$ cat src/rtl/kamacore_stage_mem_if.sv
// Data-memory bus between the MEM stage (master) and the memory (slave).
// Request fields are registered by the master; ack is a one-cycle completion strobe.
interface kamacore_stage_mem_if;
    logic        dmem_req;
    logic        dmem_we;
    logic [31:0] dmem_addr;
    logic [31:0] dmem_wdata;
    logic [3:0]  dmem_be;
    logic        dmem_ack;
    logic [31:0] dmem_rdata;

    modport master (
        output dmem_req, dmem_we, dmem_addr, dmem_wdata, dmem_be,
        input  dmem_ack, dmem_rdata
    );

    modport slave (
        input  dmem_req, dmem_we, dmem_addr, dmem_wdata, dmem_be,
        output dmem_ack, dmem_rdata
    );
endinterface

$ cat src/rtl/kamacore_stage_mem.sv
// RV32 memory stage: runs loads/stores over the req/ack data bus, fills MEM/WB,
// stalls upstream while an access is outstanding and exposes EX/MEM for forwarding.
module kamacore_stage_mem #(
    parameter int CPU_WIDTH      = 32,
    parameter int TIMEOUT_CYCLES = 16
) (
    input  logic                 clk,
    input  logic                 rst,
    input  logic                 exmem_valid,
    input  logic [31:0]          exmem_instruction,
    input  logic [CPU_WIDTH-1:0] exmem_alu_result,
    input  logic [CPU_WIDTH-1:0] exmem_rs2_data,
    input  logic                 exmem_mem_read,
    input  logic                 exmem_mem_write,
    input  logic                 exmem_reg_write,
    output logic                 stall,
    kamacore_stage_mem_if.master dmem,
    output logic                 memwb_valid,
    output logic [CPU_WIDTH-1:0] memwb_result,
    output logic [4:0]           memwb_rd,
    output logic                 memwb_reg_write,
    output logic [1:0]           memwb_fault,
    output logic                 fwd_valid,
    output logic [4:0]           fwd_rd,
    output logic [CPU_WIDTH-1:0] fwd_data
);
    localparam int CW = (TIMEOUT_CYCLES > 1) ? $clog2(TIMEOUT_CYCLES) : 1;

    typedef enum logic {IDLE, BUS} state_t;

    state_t        state_q;
    logic [CW-1:0] cnt_q;
    logic          req_q, we_q;
    logic [31:0]   addr_q, wdata_q;
    logic [3:0]    be_q;
    logic          mv_q, mrw_q;
    logic [31:0]   mres_q;
    logic [4:0]    mrd_q;
    logic [1:0]    mflt_q;

    logic [2:0]  f3;
    logic [4:0]  rd;
    logic [31:0] a;
    logic        is_mem, ok, rd_wr, timeout_hit;
    logic [3:0]  be_d;
    logic [31:0] wdata_d, shifted, load_d;
    logic        unused_instr_bits;

    assign f3     = exmem_instruction[14:12];
    assign rd     = exmem_instruction[11:7];
    assign a      = exmem_alu_result;
    assign is_mem = exmem_valid & (exmem_mem_read | exmem_mem_write);
    assign rd_wr  = exmem_reg_write & (rd != 5'd0);
    assign unused_instr_bits = ^{exmem_instruction[31:15], exmem_instruction[6:0]};

    assign timeout_hit = (TIMEOUT_CYCLES > 0) && (cnt_q == CW'(TIMEOUT_CYCLES - 1));

    always_comb begin
        ok = 1'b0;
        if (exmem_mem_read) begin
            case (f3)
                3'b000, 3'b100: ok = 1'b1;
                3'b001, 3'b101: ok = ~a[0];
                3'b010:         ok = (a[1:0] == 2'b00);
                default:        ok = 1'b0;
            endcase
        end else begin
            case (f3)
                3'b000:  ok = 1'b1;
                3'b001:  ok = ~a[0];
                3'b010:  ok = (a[1:0] == 2'b00);
                default: ok = 1'b0;
            endcase
        end
    end

    // Lane steering: byte enables follow the access size, data is replicated across lanes.
    always_comb begin
        be_d    = 4'hF;
        wdata_d = exmem_rs2_data;
        case (f3[1:0])
            2'b00: begin
                be_d    = 4'b0001 << a[1:0];
                wdata_d = {4{exmem_rs2_data[7:0]}};
            end
            2'b01: begin
                be_d    = 4'b0011 << a[1:0];
                wdata_d = {2{exmem_rs2_data[15:0]}};
            end
            default: ;
        endcase
    end

    assign shifted = dmem.dmem_rdata >> {a[1:0], 3'b000};

    always_comb begin
        load_d = dmem.dmem_rdata;
        case (f3)
            3'b000:  load_d = {{24{shifted[7]}}, shifted[7:0]};
            3'b100:  load_d = {24'd0, shifted[7:0]};
            3'b001:  load_d = {{16{shifted[15]}}, shifted[15:0]};
            3'b101:  load_d = {16'd0, shifted[15:0]};
            default: load_d = dmem.dmem_rdata;
        endcase
    end

    always_comb begin
        if (state_q == IDLE) stall = is_mem & ok;
        else                 stall = ~dmem.dmem_ack & ~timeout_hit;
    end

    // EX/MEM is held while stalled, so its fields stay valid for the whole access.
    always_ff @(posedge clk) begin
        if (rst) begin
            state_q <= IDLE;
            cnt_q   <= '0;
            req_q   <= 1'b0;
            we_q    <= 1'b0;
            addr_q  <= '0;
            wdata_q <= '0;
            be_q    <= '0;
            mv_q    <= 1'b0;
            mres_q  <= '0;
            mrd_q   <= '0;
            mrw_q   <= 1'b0;
            mflt_q  <= 2'b00;
        end else begin
            case (state_q)
                IDLE: begin
                    if (!exmem_valid) begin
                        mv_q <= 1'b0;
                    end else if (!is_mem) begin
                        mv_q   <= 1'b1;
                        mres_q <= a;
                        mrd_q  <= rd;
                        mrw_q  <= rd_wr;
                        mflt_q <= 2'b00;
                    end else if (!ok) begin
                        mv_q   <= 1'b1;
                        mres_q <= a;
                        mrd_q  <= rd;
                        mrw_q  <= 1'b0;
                        mflt_q <= 2'b01;
                    end else begin
                        mv_q    <= 1'b0;
                        req_q   <= 1'b1;
                        we_q    <= exmem_mem_write;
                        addr_q  <= {a[31:2], 2'b00};
                        wdata_q <= wdata_d;
                        be_q    <= be_d;
                        cnt_q   <= '0;
                        state_q <= BUS;
                    end
                end
                BUS: begin
                    if (dmem.dmem_ack) begin
                        req_q   <= 1'b0;
                        mv_q    <= 1'b1;
                        mres_q  <= exmem_mem_read ? load_d : 32'd0;
                        mrd_q   <= rd;
                        mrw_q   <= rd_wr & exmem_mem_read;
                        mflt_q  <= 2'b00;
                        state_q <= IDLE;
                    end else if (timeout_hit) begin
                        req_q   <= 1'b0;
                        mv_q    <= 1'b1;
                        mres_q  <= '0;
                        mrd_q   <= rd;
                        mrw_q   <= 1'b0;
                        mflt_q  <= 2'b10;
                        state_q <= IDLE;
                    end else begin
                        cnt_q <= cnt_q + CW'(1);
                    end
                end
                default: state_q <= IDLE;
            endcase
        end
    end

    assign dmem.dmem_req   = req_q;
    assign dmem.dmem_we    = we_q;
    assign dmem.dmem_addr  = addr_q;
    assign dmem.dmem_wdata = wdata_q;
    assign dmem.dmem_be    = be_q;

    assign memwb_valid     = mv_q;
    assign memwb_result    = mres_q;
    assign memwb_rd        = mrd_q;
    assign memwb_reg_write = mrw_q;
    assign memwb_fault     = mflt_q;

    assign fwd_valid = exmem_valid & exmem_reg_write & ~exmem_mem_read & (rd != 5'd0);
    assign fwd_rd    = rd;
    assign fwd_data  = exmem_alu_result;
endmodule
$ cat src/flat_wrapper.sv
// flat-port wrapper written by rule: the top's interface ports become plain ports
module kamacore_stage_mem_flat 
#(
    parameter int CPU_WIDTH      = 32,
    parameter int TIMEOUT_CYCLES = 16
)
  (clk, rst, exmem_valid, exmem_instruction, exmem_alu_result, exmem_rs2_data, exmem_mem_read, exmem_mem_write, exmem_reg_write, stall, memwb_valid, memwb_result, memwb_rd, memwb_reg_write, memwb_fault, fwd_valid, fwd_rd, fwd_data, dmem_dmem_req, dmem_dmem_we, dmem_dmem_addr, dmem_dmem_wdata, dmem_dmem_be, dmem_dmem_ack, dmem_dmem_rdata);
  kamacore_stage_mem_if dmem_i ();
  input  logic clk;
  input  logic rst;
  input  logic exmem_valid;
  input  logic [31:0] exmem_instruction;
  input  logic [CPU_WIDTH-1:0] exmem_alu_result;
  input  logic [CPU_WIDTH-1:0] exmem_rs2_data;
  input  logic exmem_mem_read;
  input  logic exmem_mem_write;
  input  logic exmem_reg_write;
  output logic stall;
  output logic memwb_valid;
  output logic [CPU_WIDTH-1:0] memwb_result;
  output logic [4:0] memwb_rd;
  output logic memwb_reg_write;
  output logic [1:0] memwb_fault;
  output logic fwd_valid;
  output logic [4:0] fwd_rd;
  output logic [CPU_WIDTH-1:0] fwd_data;
  output wire logic [$bits(dmem_i.dmem_req)-1:0] dmem_dmem_req;
  output wire logic [$bits(dmem_i.dmem_we)-1:0] dmem_dmem_we;
  output wire logic [$bits(dmem_i.dmem_addr)-1:0] dmem_dmem_addr;
  output wire logic [$bits(dmem_i.dmem_wdata)-1:0] dmem_dmem_wdata;
  output wire logic [$bits(dmem_i.dmem_be)-1:0] dmem_dmem_be;
  input wire logic [$bits(dmem_i.dmem_ack)-1:0] dmem_dmem_ack;
  input wire logic [$bits(dmem_i.dmem_rdata)-1:0] dmem_dmem_rdata;
  assign dmem_dmem_req = dmem_i.dmem_req;
  assign dmem_dmem_we = dmem_i.dmem_we;
  assign dmem_dmem_addr = dmem_i.dmem_addr;
  assign dmem_dmem_wdata = dmem_i.dmem_wdata;
  assign dmem_dmem_be = dmem_i.dmem_be;
  assign dmem_i.dmem_ack = dmem_dmem_ack;
  assign dmem_i.dmem_rdata = dmem_dmem_rdata;
  kamacore_stage_mem #(.CPU_WIDTH(CPU_WIDTH), .TIMEOUT_CYCLES(TIMEOUT_CYCLES)) u_core (.clk(clk), .rst(rst), .exmem_valid(exmem_valid), .exmem_instruction(exmem_instruction), .exmem_alu_result(exmem_alu_result), .exmem_rs2_data(exmem_rs2_data), .exmem_mem_read(exmem_mem_read), .exmem_mem_write(exmem_mem_write), .exmem_reg_write(exmem_reg_write), .stall(stall), .dmem(dmem_i), .memwb_valid(memwb_valid), .memwb_result(memwb_result), .memwb_rd(memwb_rd), .memwb_reg_write(memwb_reg_write), .memwb_fault(memwb_fault), .fwd_valid(fwd_valid), .fwd_rd(fwd_rd), .fwd_data(fwd_data));
endmodule
$ cat config.mk
export PLATFORM = sky130hd
export DESIGN_NAME = kamacore_stage_mem_flat
export DESIGN_NICKNAME = d
export VERILOG_FILES = /design/src/rtl/kamacore_stage_mem_if.sv /design/src/rtl/kamacore_stage_mem.sv /design/src/flat_wrapper.sv
export SDC_FILE = /design/constraint.sdc
export NUM_CORES = 1
export LEC_CHECK = 0
export BUFFER_PORTS_ARGS = -buffer_cell sky130_fd_sc_hd__buf_4
export CAP_MARGIN = 5
export CORE_MARGIN = 10
export CORE_UTILIZATION = 50
export CTS_CLUSTER_DIAMETER = 30
export CTS_CLUSTER_SIZE = 25
export DETAILED_ROUTE_END_ITERATION = 10
export PLACE_DENSITY = 0.95
export SKIP_LAST_GASP = 1
export SLEW_MARGIN = 40
export SYNTH_ARGS = -nofsm -noshare
export SYNTH_HDL_FRONTEND = slang
export SYNTH_SLANG_ARGS = --single-unit
$ cat constraint.sdc
create_clock -name clk -period 3 [get_ports clk]
set_input_delay 0.3 -clock clk [delete_from_list [all_inputs] [get_ports clk]]
set_output_delay 0.3 -clock clk [all_outputs]
set_load 0.01 [all_outputs]
==> results by group <==
Critical path
  – Critical Path RT: 3.34 ns
  – Critical Path AT: 2.49 ns
  – CP max FO: 16
  – Setup crit start kind: register
  – R2R setup slack: 0.86 ns
  – Critical path type: register to register
  – Worst Setup End Kind: register

Clock network
  – CTS Hold Bufs: 0
  – Clk_lat worst skew: 0.42 ns
  – Clk pin slew, worst setup/hold paths: 0.06 ns
  – TritonCTS clock tree: yes
  – Count of cells resized by post-cts repair: 0
  – CTS max path bufs: 2
  – CTS root buf: clkbuf_16
  – Num CTS Buffers: 17
  – Clock Sink Count: 114
  – H-tree depth: 4
  – Setup bufs post-CTS: 0

Die
  – I/O pins: 285
  – Die H: 126 µm
  – Starting Density: 0.516
  – DIE AREA: 16000 µm²
  – Die width: 126 µm
  – Site row count: 38
  – CORE AREA: 11000 µm²

Global route
  – GRT overflow: 0
  – First-pass GRT wire length: 34600 µm
  – Vias in the first global route: 6126
  – Antenna violations before repair: 0
  – GRT Total Usage: 0.269
  – Largest net degree at the start of global routing: 59

Cells and area
  – Post-Layout Inst Area: 7900 µm²
  – Final nets: 1015
  – Fillers: 790
  – Area delta synth->final: 39.4%
  – Register Area: 2280 µm²
  – Diode count: 0
  – Multi-input gate area: 2790 µm²
  – Share of post-route cells with drive strength above 1: 0.352
  – Post-route insts no fill: 1032

Route
  – Initial drt markers: 740
  – TritonRoute pass-1 iters: 6
  – DR vias/cell: 6.08
  – DR vias: 6272
  – Total wire length: 22900 µm
  – Final ANT Viol Nets: 0
  – Wirelength per Cell: 22.2 µm
  – DRC Markers: 0

Timing
  – Worst slew pin tran: 0.842 ns
  – Final Hold Viols: 0
  – Fin Hold WS: 0.124 ns
  – Setup TNS: 0 ns
  – Setup violators final: 0
  – Fmax: 0.466 GHz
  – Final critical-path required period: 2.14 ns
  – RSZ-0062 raised after global routing: no
  – Slew Limit Fails: 0
  – Final Cycle Share: 0.715
  – Slew HR: 0.437
  – Worst clock skew: 0.00848 ns

Placed design
  – Area after DPL: 7290 µm²
  – HPWL after DPL: 16700 µm
  – RePlAce Congestion: 0.968
  – IO buf count: 258
  – DP Cell Count: 1000

Synth
  – Mean post-synth cell area: 8.24 µm²
  – #FFs+latches synth: 114
  – Post-synth EDFFs: 0
  – Post-synth top area share: 0.403
  – Most frequent cells after synthesis: nand2_1 (118), dfxtp_1 (114), nor2_1 (72), a21oi_1 (63), buf_4 (41)
  – Async S/R FF share, synth: 0
  – Most common cell in the synthesized netlist: nand2_1
  – Syn. warnings: 0
  – Sequential share of the synthesized area: 0.403
  – Synth top area cells: dfxtp_1 (40%), nand2_1 (7.8%), mux2i_1 (6.5%), a21oi_1 (5.6%), buf_4 (5.4%)
  – Cell area after synthesis: 5670 µm²
  – Post-Syn Instances: 688
  – Most used DFF post-synth: dfxtp_1
  – Cell type with the highest aggregate area in the netlist: dfxtp_1
  – Post-synthesis cell type count: 54

Outcome
  – Status: finished clean

Worst hold path
  – Worst hold path class: input port to register

Pwr
  – Design Power: 4560 µW
  – Max rail drop VDD: 713 µV
  – Pleak: 0.00344 µW
  – Power per standard cell area: 577 nW/µm²

Job
  – MaxCap Viol Count: 0
==> power by group <==
part,switching [µW],internal (µW)
Clock,748,1330
Combinational,449,374
Sequential,53.1,1610
==> worst paths after layout <==
kind / cells after the start / startpoint / end
max: 6 / u_core.cnt_q[0] / u_core.memwb_result[19]
min: 2 / exmem_alu_result[26] / u_core.memwb_result[26]
max reg2reg: 6 / u_core.cnt_q[0] / u_core.memwb_result[19]
min reg2reg: 2 / u_core.dmem.dmem_wdata[31] / u_core.dmem.dmem_wdata[31]
==> state kept, by name, indices dropped and copies added (netlist names) <==
register / cells
u_core.dmem.dmem_wdata: 32
u_core.cnt_q: 4
u_core.dmem.dmem_we: 1
u_core.memwb_result: 32
u_core.dmem.dmem_req: 1
u_core.state_q: 1
u_core.dmem.dmem_be: 4
u_core.dmem.dmem_addr: 30
u_core.memwb_valid: 1
u_core.memwb_fault: 2
u_core.memwb_rd: 5
u_core.memwb_reg_write: 1
==> critical path: stages, from the launching register on <==
cell and delay [ns]:
dfxtp_1 0.33, ha_1 0.21, a31oi_1 0.30, o21ba_2 0.24, a21oi_4 0.05, nor2_2 0.62
a221o_1 0.32
==> logic make-up after synthesis <==
kind of cell,share of synthesized area
DFF,0.403
other,0.000661
buffers and inverters,0.108
AOI/OAI and AO/OA,0.234
muxes,0.0713
adders and majority gates,0.00221
and+or+nand+nor,0.182
==> stage by stage <==
| stage | util | setup WS (ns) |
|---|---|---|
| 2_1_floorplan | - | 1.28 |
| 5_1_grt | 0.719 | 0.713 |
| 3_3_place_gp | 0.664 | 0.732 |
| 3_5_place_dp | 0.664 | 0.666 |
| 4_1_cts | 0.719 | 0.919 |
| 6_report | 0.719 | 0.856 |
==> final cells by class <==
class | count | area share
multi-input combinational | 472 | 0.353
sequential | 114 | 0.289
timing repair buffer | 266 | 0.256
clock buffer | 19 | 0.0561
tap | 140 | 0.0222
clock inverter | 13 | 0.0203
inverter | 8 | 0.00380
==> per-layer routing <==
layer / vias to the layer above / share of wire / GRT usage
li1: 2807 / - / -
met1: 2931 / 0.34 / 0.278
met2: 454 / 0.50 / 0.468
met3: 80 / 0.12 / 0.113
met4: 0 / 0.040 / 0.116
met5: - / 0 / 0
==> layout by cell type, fill, tap and decap left out, types with 8 or more instances in the layout <==
| master | n |
|---|---|
| buf_4 | 264 |
| nand2_1 | 118 |
| dfxtp_1 | 114 |
| nor2_1 | 72 |
| a21oi_1 | 63 |
| mux2i_1 | 37 |
| a311oi_1 | 28 |
| o21ai_0 | 24 |
| nor3_1 | 18 |
| a221o_1 | 17 |
| clkbuf_16 | 17 |
| o211ai_1 | 11 |
| a211oi_1 | 10 |
| nand3_1 | 8 |
Power figures use the tool's default switching activity.
